--- src/rtl/dmem_pkg.sv ---
// Shared types and helpers for the big-endian data-memory responder.
package dmem_pkg;

  localparam int unsigned DMEM_WORD_BYTES = 4;

  typedef enum logic [1:0] {
    StIdle,
    StWait,
    StResp
  } dmem_state_e;

  // Lowest byte address ends up in the most significant byte.
  function automatic logic [31:0] dmem_pack_word(input logic [7:0] b0, input logic [7:0] b1,
                                                 input logic [7:0] b2, input logic [7:0] b3);
    return {b0, b1, b2, b3};
  endfunction

endpackage

--- src/rtl/dmem_wait_counter.sv ---
// Loadable down-counter; done flags the cycle whose edge takes the count 1 -> 0.
module dmem_wait_counter #(
  parameter int unsigned Width = 4
) (
  input  logic             clk,
  input  logic             rst_n,
  input  logic             load,
  input  logic [Width-1:0] load_val,
  input  logic             en,
  output logic             done
);

  logic [Width-1:0] count_q, count_d;

  // Load has priority; decrement only while enabled and not already empty.
  always_comb begin
    count_d = count_q;
    if (load) begin
      count_d = load_val;
    end else if (en && (count_q != '0)) begin
      count_d = count_q - Width'(1);
    end
  end

  assign done = en && (count_q == Width'(1));

  // Count register.
  always_ff @(posedge clk or negedge rst_n) begin
    if (!rst_n) begin
      count_q <= '0;
    end else begin
      count_q <= count_d;
    end
  end

endmodule

--- src/rtl/dmem_responder.sv ---
// Word-access, big-endian data memory behind valid/ready request and response channels,
// with WAIT_CYC wait states and misalignment flagging.
// Optional: define DMEM_BYTE_STROBE_EN to add req_be byte enables for stores.
module dmem_responder
  import dmem_pkg::*;
#(
  parameter int unsigned DEPTH    = 64,
  parameter int unsigned WAIT_CYC = 2
) (
  input  logic        clk,
  input  logic        rst_n,
  input  logic        req_valid,
  output logic        req_ready,
  input  logic        req_write,
  input  logic [31:0] req_addr,
  input  logic [31:0] req_wdata,
`ifdef DMEM_BYTE_STROBE_EN
  input  logic [3:0]  req_be,
`endif
  output logic        rsp_valid,
  input  logic        rsp_ready,
  output logic [31:0] rsp_rdata,
  output logic        rsp_err
);

  localparam int unsigned Aw = $clog2(DEPTH);

  dmem_state_e    state_q, state_d;
  logic [Aw-1:0]  addr_q;
  logic           write_q;
  logic [31:0]    wdata_q;
  logic [31:0]    rdata_q, rdata_d;
  logic           err_q, err_d;
  logic [7:0]     mem_q [DEPTH];

  logic           accept;
  logic           cnt_done;
  logic           enter_resp;
  logic [Aw-1:0]  acc_addr;
  logic [Aw-1:0]  word_base;
  logic           acc_write;
  logic [31:0]    acc_wdata;
  logic [3:0]     acc_be;
  logic           misaligned;
  logic           mem_we;
  logic           unused_addr;

  assign unused_addr = ^req_addr[31:Aw];
  assign accept      = (state_q == StIdle) && req_valid;

  dmem_wait_counter #(
    .Width (4)
  ) u_wait_counter (
    .clk      (clk),
    .rst_n    (rst_n),
    .load     (accept && (WAIT_CYC != 0)),
    .load_val (4'(WAIT_CYC)),
    .en       (state_q == StWait),
    .done     (cnt_done)
  );

  // With WAIT_CYC = 0 the access happens on the acceptance edge, so use the live request.
  always_comb begin
    acc_addr  = (state_q == StIdle) ? req_addr[Aw-1:0] : addr_q;
    acc_write = (state_q == StIdle) ? req_write : write_q;
    acc_wdata = (state_q == StIdle) ? req_wdata : wdata_q;
  end

`ifdef DMEM_BYTE_STROBE_EN
  logic [3:0] be_q;

  assign acc_be = (state_q == StIdle) ? req_be : be_q;

  // Byte-enable latch.
  always_ff @(posedge clk or negedge rst_n) begin
    if (!rst_n) begin
      be_q <= '0;
    end else if (accept) begin
      be_q <= req_be;
    end
  end
`else
  assign acc_be = 4'hF;
`endif

  assign misaligned = |acc_addr[1:0];
  assign word_base  = acc_addr & ~Aw'(3);

  // Next-state logic.
  always_comb begin
    state_d = state_q;
    unique case (state_q)
      StIdle: if (accept) state_d = (WAIT_CYC == 0) ? StResp : StWait;
      StWait: if (cnt_done) state_d = StResp;
      StResp: if (rsp_ready) state_d = StIdle;
      default: state_d = StIdle;
    endcase
  end

  assign enter_resp = (state_d == StResp) && (state_q != StResp);
  assign mem_we     = enter_resp && acc_write && !misaligned;

  // Response data captured on RESP entry, held until handshake, then cleared.
  always_comb begin
    rdata_d = rdata_q;
    err_d   = err_q;
    if (enter_resp) begin
      err_d   = misaligned;
      rdata_d = '0;
      if (!acc_write && !misaligned) begin
        rdata_d = dmem_pack_word(mem_q[word_base], mem_q[word_base | Aw'(1)],
                                 mem_q[word_base | Aw'(2)], mem_q[word_base | Aw'(3)]);
      end
    end else if ((state_q == StResp) && rsp_ready) begin
      rdata_d = '0;
      err_d   = 1'b0;
    end
  end

  // Control and request-latch registers.
  always_ff @(posedge clk or negedge rst_n) begin
    if (!rst_n) begin
      state_q <= StIdle;
      addr_q  <= '0;
      write_q <= 1'b0;
      wdata_q <= '0;
      rdata_q <= '0;
      err_q   <= 1'b0;
    end else begin
      state_q <= state_d;
      rdata_q <= rdata_d;
      err_q   <= err_d;
      if (accept) begin
        addr_q  <= req_addr[Aw-1:0];
        write_q <= req_write;
        wdata_q <= req_wdata;
      end
    end
  end

  // Byte storage; enabled bytes of an aligned store land big-endian.
  always_ff @(posedge clk or negedge rst_n) begin
    if (!rst_n) begin
      mem_q <= '{default: '0};
    end else if (mem_we) begin
      for (int k = 0; k < DMEM_WORD_BYTES; k++) begin
        if (acc_be[3-k]) mem_q[word_base | Aw'(k)] <= acc_wdata[31-8*k -: 8];
      end
    end
  end

  assign req_ready = (state_q == StIdle);
  assign rsp_valid = (state_q == StResp);
  assign rsp_rdata = rdata_q;
  assign rsp_err   = err_q;

endmodule

--- config.mk ---
export PLATFORM = sky130hd
export DESIGN_NAME = dmem_responder
export DESIGN_NICKNAME = d
export VERILOG_FILES = /design/src/rtl/dmem_pkg.sv /design/src/rtl/dmem_wait_counter.sv /design/src/rtl/dmem_responder.sv
export SDC_FILE = /design/constraint.sdc
export NUM_CORES = 1
export LEC_CHECK = 0
export CAP_MARGIN = 30
export CORE_ASPECT_RATIO = 1.25
export CORE_UTILIZATION = 60
export CTS_CLUSTER_SIZE = 16
export DETAILED_ROUTE_END_ITERATION = 10
export PLACE_DENSITY = 0.87
export REMOVE_ABC_BUFFERS = 1
export SETUP_SLACK_MARGIN = 0.15
export SLEW_MARGIN = 10
export SYNTH_ARGS = -nofsm -noshare
export SYNTH_HDL_FRONTEND = slang
export SYNTH_HIERARCHICAL = 1
export SYNTH_SLANG_ARGS = --single-unit
export TNS_END_PERCENT = 10
--- constraint.sdc ---
create_clock -name clk -period 4.2 [get_ports clk]
set_input_delay 0.42 -clock clk [delete_from_list [all_inputs] [get_ports clk]]
set_output_delay 0.42 -clock clk [all_outputs]
set_load 0.1 [all_outputs]
==> flow_metrics.py <==
metrics = {
    "status": {
        "outcome": "finished clean",
    },
    "timing": {
        "fmax_mhz": 284.7,
        "finalWorstSetupSlack_ns": 0.6877,
        "drv_slew": 0,
        "fin_crit_sh": 0.8363,
        "period_needed_ns": 3.512,
        "slew_headroom": 0.3200,
        "finalSetupViolations": 0,
        "skew_ns": 0.01159,
        "timing.final.hold_violations": 0,
        "tightest_slew_ns": 1.017,
        "finalSetupTns_ns": 0,
        "rsz0062_at_grt": "false",
    },
    "logic_synthesis": {
        "synthAdderAreaFrac": 0.001006,
        "syn-instance-count": 2484,
        "synthMuxAreaShare": 0.03053,
        "synth_top_family_by_area": "compound AO/OA/AOI/OAI gates",
        "synthXorXnorAreaFrac": 0,
        "synth-simple-area-share": 0.1116,
        "synth_compound_area_frac": 0.2073,
        "synth-seq-area-share": 0.5936,
        "synth_area_per_cell_um2": 10.01,
        "yosys.cell_types.count": 45,
        "synth.cell_area_um2": 24870,
        "synth-seq-cells": 590,
        "yosysWarnings": 6,
    },
    "drt": {
        "postRouteAntennaNets": 0,
        "firstDrtPassIters": 7,
        "drc": 0,
        "wl_per_cell_um": 22.49,
        "vias": 20500,
        "drtIter0Drc": 2451,
        "wl_um": 69290,
        "vias_per_cell": 6.653,
    },
    "setup_path": {
        "path_common_cell": "buf_4",
        "cp_max_fo": 48,
        "cp-start-kind": "flop",
        "path_class": "flop to flop",
        "critPathRequiredTime_ns": 4.70,
        "cp_slowest_cell": "or2_1",
        "endpoint_kind": "flop",
        "path_cells": "or2_1, inv_2, o31ai_4, buf_4, nor4b_4, buf_4, nor2_1, a21oi_1",
        "arrival_ns": 4.01,
        "slowest_delay_ns": 0.60,
    },
    "cts": {
        "ctsResizeCount": 0,
        "insertion_delay_ns": 0.59,
        "cts_max_level": 2,
        "cts_setup_buffers": 0,
        "clkTransAtPathRegs_ns": 0.06,
        "clock-sinks": 590,
        "cts_max_path_buffers": 3,
        "cts_tree": "built",
        "cts_made_buffers": 53,
        "cts_hold_buf": 1,
        "cts_root_buf": "clkbuf_16",
    },
    "global_route": {
        "grt_max_degree": 113,
        "overflow": 0,
        "antenna_found_initial": 0,
        "grt_pass1_vias": 20610,
        "track_usage": 0.3303,
        "grt_pass1_wl_um": 108700,
    },
    "placement": {
        "placed_area_um2": 26010,
        "place.gp.congestion": 0.8080,
        "io_buffers": 77,
        "dpl.hpwl_um": 38300,
        "place_ws_ns": 0.8526,
    },
    "power_and_ir_drop": {
        "power.density_nw_per_um2": 771.4,
        "p_leak_uw": 0.01271,
        "p_seq_frac": 0.360,
        "intPower_uw": 12770,
        "swShare": 0.4049,
        "clkPwrFrac": 0.234,
        "power.total_uw": 21470,
        "ir_worst_vdd_v": 0.0005184,
        "p_switching_uw": 8691,
        "p_comb_frac": 0.406,
    },
    "die": {
        "core_um2": 41020,
        "rows": 83,
        "die_w_um": 184.1,
        "die_area_um2": 42280,
        "ios": 104,
        "initial_core_util": 0.6063,
        "die_y_um": 229.6,
    },
    "cells_and_area": {
        "drive_above_1_share": 0.09925,
        "fin_area_um2": 27830,
        "fin_nets": 2557,
        "area_delta_synth_final_pct": 11.88,
        "antenna_cells": 0,
    },
    "hold_path": {
        "hp-class": "primary input to flop",
    },
    "flow_run": {
        "timing.max_cap.violations": 0,
    },
}
sequential cells by signal (all words and copies together), names as in the netlist:
name and flops:
addr_q 6, mem_q 512, rsp_err 1, rsp_rdata 32, state_q 2, u_wait_counter/count_q 4, wdata_q 32, write_q 1
cell usage in the layout (no fill, tap or decap), drive strengths merged, types with 2 or more instances in the layout:
cell | netlist | final
inv | 9 | 10
nor3b | 2 | 2
o22ai | 256 | 256
clkdlybuf4s50 | 0 | 75
o21ai | 166 | 166
ha | 2 | 2
bufinv | 0 | 5
dfrtp | 590 | 590
nor2 | 514 | 514
mux2i | 33 | 33
nand3 | 4 | 4
nand3b | 4 | 4
nand4 | 32 | 32
or3 | 2 | 2
nor4b | 19 | 19
clkbuf | 47 | 86
mux2 | 37 | 37
and2 | 2 | 2
nor3 | 3 | 3
clkinv | 0 | 5
conb | 2 | 4
nand2 | 43 | 43
buf | 185 | 101
a31oi | 5 | 5
a21oi | 515 | 515
final cells by class:
class	instances	area (µm²)
Fill cell	2731	13190
Clock buffer	86	1613
Multi-Input combinational cell	1655	8853
Sequential cell	590	14760
Tap cell	552	690.7
Timing Repair Buffer	177	1680
Clock inverter	12	191.4
Inverter	9	33.78
stage by stage:
step / hold WS (ns) / utilization / cells
final: 0.4539 / 0.6784 / 3081
after floorplan: 0.1244 / - / 2254
after global placement: 0.4691 / 0.6330 / 2978
after global routing: 0.4587 / 0.6784 / 3081
after detailed placement: 0.4771 / 0.6341 / 2982
after CTS: 0.4483 / 0.6784 / 3081
worst max-delay path, delay by kind of cell, from the launching register on:
kind | cells | cell delay [ns]
buf+inv | 3 | 1.39
simple gates | 3 | 1.04
flops | 1 | 0.51
compound gates | 2 | 0.45
synth_stat cells, drive strengths merged:
| library cell | instances | area [µm²] |
|---|---|---|
| nor4b | 19 | 307.8 |
| o22ai | 256 | 1602 |
| nor3b | 2 | 15.01 |
| conb | 2 | 7.510 |
| nand2 | 43 | 171.4 |
| ha | 2 | 25.02 |
| o21bai | 1 | 7.510 |
| mux2i | 33 | 342.8 |
| clkbuf | 47 | 176.4 |
| or4 | 1 | 7.510 |
| o31ai | 1 | 21.27 |
| o211ai | 1 | 7.510 |
| and4b | 1 | 10.01 |
| nor2 | 514 | 1929 |
| nor3 | 3 | 20.02 |
| a21o | 1 | 7.510 |
| nor4bb | 1 | 10.01 |
| nor2b | 1 | 6.260 |
| and2 | 2 | 12.51 |
| or2 | 1 | 6.260 |
| nor4 | 1 | 6.260 |
| nand3 | 4 | 20.02 |
| o21ai | 166 | 830.8 |
| nand4 | 32 | 200.2 |
| dfrtp | 590 | 14760 |
| a221o | 1 | 10.01 |
| a21oi | 515 | 2577 |
| buf | 185 | 1175 |
| or3 | 2 | 17.52 |
| nand2b | 1 | 6.260 |
| inv | 9 | 33.79 |
| mux2 | 37 | 416.7 |
| nand3b | 4 | 30.03 |
| a31oi | 5 | 91.34 |
final timing paths:
| path | start | slack, ns | cells past startpoint | to |
|---|---|---|---|---|
| setup / recovery | state_q[0]$_DFF_PN0_ | 0.69 | 8 | mem_q[506]$_DFFE_PN0P_ |
| hold / removal | req_addr[0] | 0.45 | 2 | addr_q[0]$_DFFE_PN0P_ |
| setup reg to reg | state_q[0]$_DFF_PN0_ | 0.69 | 8 | mem_q[506]$_DFFE_PN0P_ |
| hold reg to reg | rsp_rdata[23]$_DFFE_PN0P_ | 0.49 | 2 | rsp_rdata[23]$_DFFE_PN0P_ |
| max in group asynchronous | rst_n | 2.56 | 3 | mem_q[286]$_DFFE_PN0P_ |
| min in group asynchronous | rst_n | 0.47 | 2 | mem_q[120]$_DFFE_PN0P_ |
routing by layer:
layer  global-route usage  up-vias  part of all wire
li1                     -     8778                 -
met2               0.5395     1352              0.49
met3              0.05788      340              0.10
met4               0.1779        0             0.053
met5                    0        -                 0
met1               0.4200    10030              0.35
cell families after synthesis:
logic type                 after synthesis
AOI/OAI and AO/OA                      947
and+or+nand+nor                        632
DFF                                    590
buffers and inverters                  241
muxes                                   70
adders and majority gates                2
other                                    2
power by group through the flow:
| stage | Sequential, µW | Combinational, µW | Clock, µW |
|---|---|---|---|
| 6_report | 7720 | 8720 | 5030 |
| 5_1_grt | 7850 | 9230 | 5270 |
| 2_1_floorplan | 8160 | 4940 | 0 |
| 3_5_place_dp | 7770 | 8340 | 0 |
| 3_3_place_gp | 7660 | 8040 | 0 |
| 4_1_cts | 7700 | 8500 | 5030 |
(Power assumes the default switching activity.)
==> patch: new RTL, same settings <==
`rdata_q` no longer has a reset.
--- a/src/rtl/dmem_responder.sv
+++ b/src/rtl/dmem_responder.sv
@@ -124,11 +124,9 @@
       addr_q  <= '0;
       write_q <= 1'b0;
       wdata_q <= '0;
-      rdata_q <= '0;
       err_q   <= 1'b0;
     end else begin
       state_q <= state_d;
-      rdata_q <= rdata_d;
       err_q   <= err_d;
       if (accept) begin
         addr_q  <= req_addr[Aw-1:0];
@@ -136,6 +134,10 @@
         wdata_q <= req_wdata;
       end
     end
+  end
+
+  always_ff @(posedge clk) begin
+    rdata_q <= rdata_d;
   end
 
   // Byte storage; enabled bytes of an aligned store land big-endian.
Check against the original RTL: not settled (the Yosys comparison gave no result); the edit may change what the design does.
==> patch against the original RTL <==
Clock power up 3%. Setup slack worse by 0.25 ns. Sequential cell count unchanged. Final area up 1.2%. Utilization up 1.8 points. Total power down 18%. Sequential share of layout area down 0.052 points. Non-clock buffer count down 14. Hold slack worse by 0.0075 ns. Wire length down 2.0%. Area after synthesis down 0.36%. Largest cell class unchanged. Highest routed layer unchanged.
==> patch: results (changes against the original RTL) <==
drt initial violations = 2626 (+7.1%)
most common library cells after synthesis = dfrtp_1 (558), nand2_1 (522), o21ai_0 (447)
outcome = complete, no violations
DP Area = 26120 µm² (+0.42%)
Post-synth EDFFs = 32 (+32)
synth top area cells = dfrtp_1 (56%), o21ai_0 (9.0%), nand2_1 (7.9%)
Vias = 19940 (-2.7%)
Crit Path Max Fanout = 38 (-21%)
CTS root buffer = clkbuf_16
first-pass GRT wire length = 107600 µm (-0.99%)
DP Wirelength = 37320 µm (-2.6%)
Synth Area in Adders = 0.1010% (+0.00037 points)
Final nets = 2514 (-1.7%)
layout cell share with drive strength beyond 1 = 10.17% (+0.25 points)
worst-margin pin slew = 1.037 ns (+0.02043 ns)
P_leak = 11.87 nW (-6.6%)
VDD IR max = 0.6584 mV (+27%)
synth unique cells = 54 (+20%)
WP data arrival = 4.19 ns (+0.18 ns)
Placer Congestion = 0.7986 (-1.2%)
Synth Area in Compound Gates = 21.48% (+0.75 points)
routed len/inst = 22.38 µm (-0.47%)
Tot GR Track Use = 32.76% (-0.27 points)
ys async rst share = 94.58% (-5.4 points)
vias in the first global route = 20580 (-0.16%)
-- patch: cell types whose count changed in the layout (fill, tap and decap cells not counted), sizes merged, moves of 33 or more --
| cell | change |
|---|---|
| o22ai | -256 |
| a21oi | -384 |
| nor4 | +33 |
| nor2 | -477 |
| o21ai | +353 |
| a22oi | +256 |
| nand2 | +479 |
-- patch: logic make-up (layout without fill, tap and decap cells) --
logic type,after synthesis,in the layout
compound gates,916,916
simple gates,631,631
flops,590,590
buf+inv,219,271
fa+ha+maj,2,2
mux,73,73
other cells,2,4
-- patch: final cells by class --
class,count,area (µm²)
Multi-Input combinational cell,1626,8969
Clock buffer,90,1805
Sequential cell,590,14920
Clock inverter,11,106.4
Inverter,7,26.28
Tap cell,546,683.2
Fill cell,2734,12270
Timing Repair Buffer,163,1642
-- patch: worst paths after layout --
path                                   startpoint                     end  slack, ns  cells past startpoint
setup / recovery             state_q[1]$_DFF_PN0_  mem_q[447]$_DFFE_PN0P_       0.44                     11
hold / removal                        req_addr[0]   addr_q[0]$_DFFE_PN0P_       0.45                      2
setup reg to reg             state_q[1]$_DFF_PN0_  mem_q[447]$_DFFE_PN0P_       0.44                     11
hold reg to reg            mem_q[294]$_DFFE_PN0P_  mem_q[294]$_DFFE_PN0P_       0.48                      2
max in group asynchronous                   rst_n  mem_q[503]$_DFFE_PN0P_       2.56                      3
min in group asynchronous                   rst_n  mem_q[369]$_DFFE_PN0P_       0.50                      2
-- patch: report_power, final --
group	switching, mW	total [mW]	internal (mW)
registers	0.499	7.04	6.54
clock network	2.15	5.20	3.05
logic	3.99	5.44	1.45
total	6.64	17.7	11.0
-- patch: metal layers --
metal / wire, µm / global-route usage, % / up-vias
li1: - / - / 8613
met2: 32810 / 53.18 / 1198
met3: 6833 / 6.901 / 248
met1: 25210 / 41.94 / 9882
met5: 0 / 0 / -
met4: 3037 / 15.94 / 0
-- patch: what timing repair did --
item,in CTS,in global routing
hold endpoints to repair,108,0
hold buffers,1,0
setup endpoints to repair,0,0
-- patch: worst max-delay path, stage by stage (launching register included) --
cell and delay [ns]:
dfrtp_1 0.57, nand2b_1 0.30, inv_1 0.18, nand2_1 0.08
nor3_1 0.37, nor4b_2 0.40, nor2b_2 0.21, buf_4 0.37
nand3b_4 0.54, buf_4 0.42, nand2_1 0.08, o21ai_0 0.07
-- patch: per-stage QoR --
step                      instances  setup TNS, ns  worst slack (ns)  utilization (%)
after floorplan                2223       -1045.39            -6.423                -
after global placement         2904              0            0.6574            64.32
after detailed placement       2916              0            0.5130            64.62
after CTS                      3018              0            0.5014            69.37
after global routing           3033              0            0.2890            69.65
final                          3033              0            0.4385            69.65
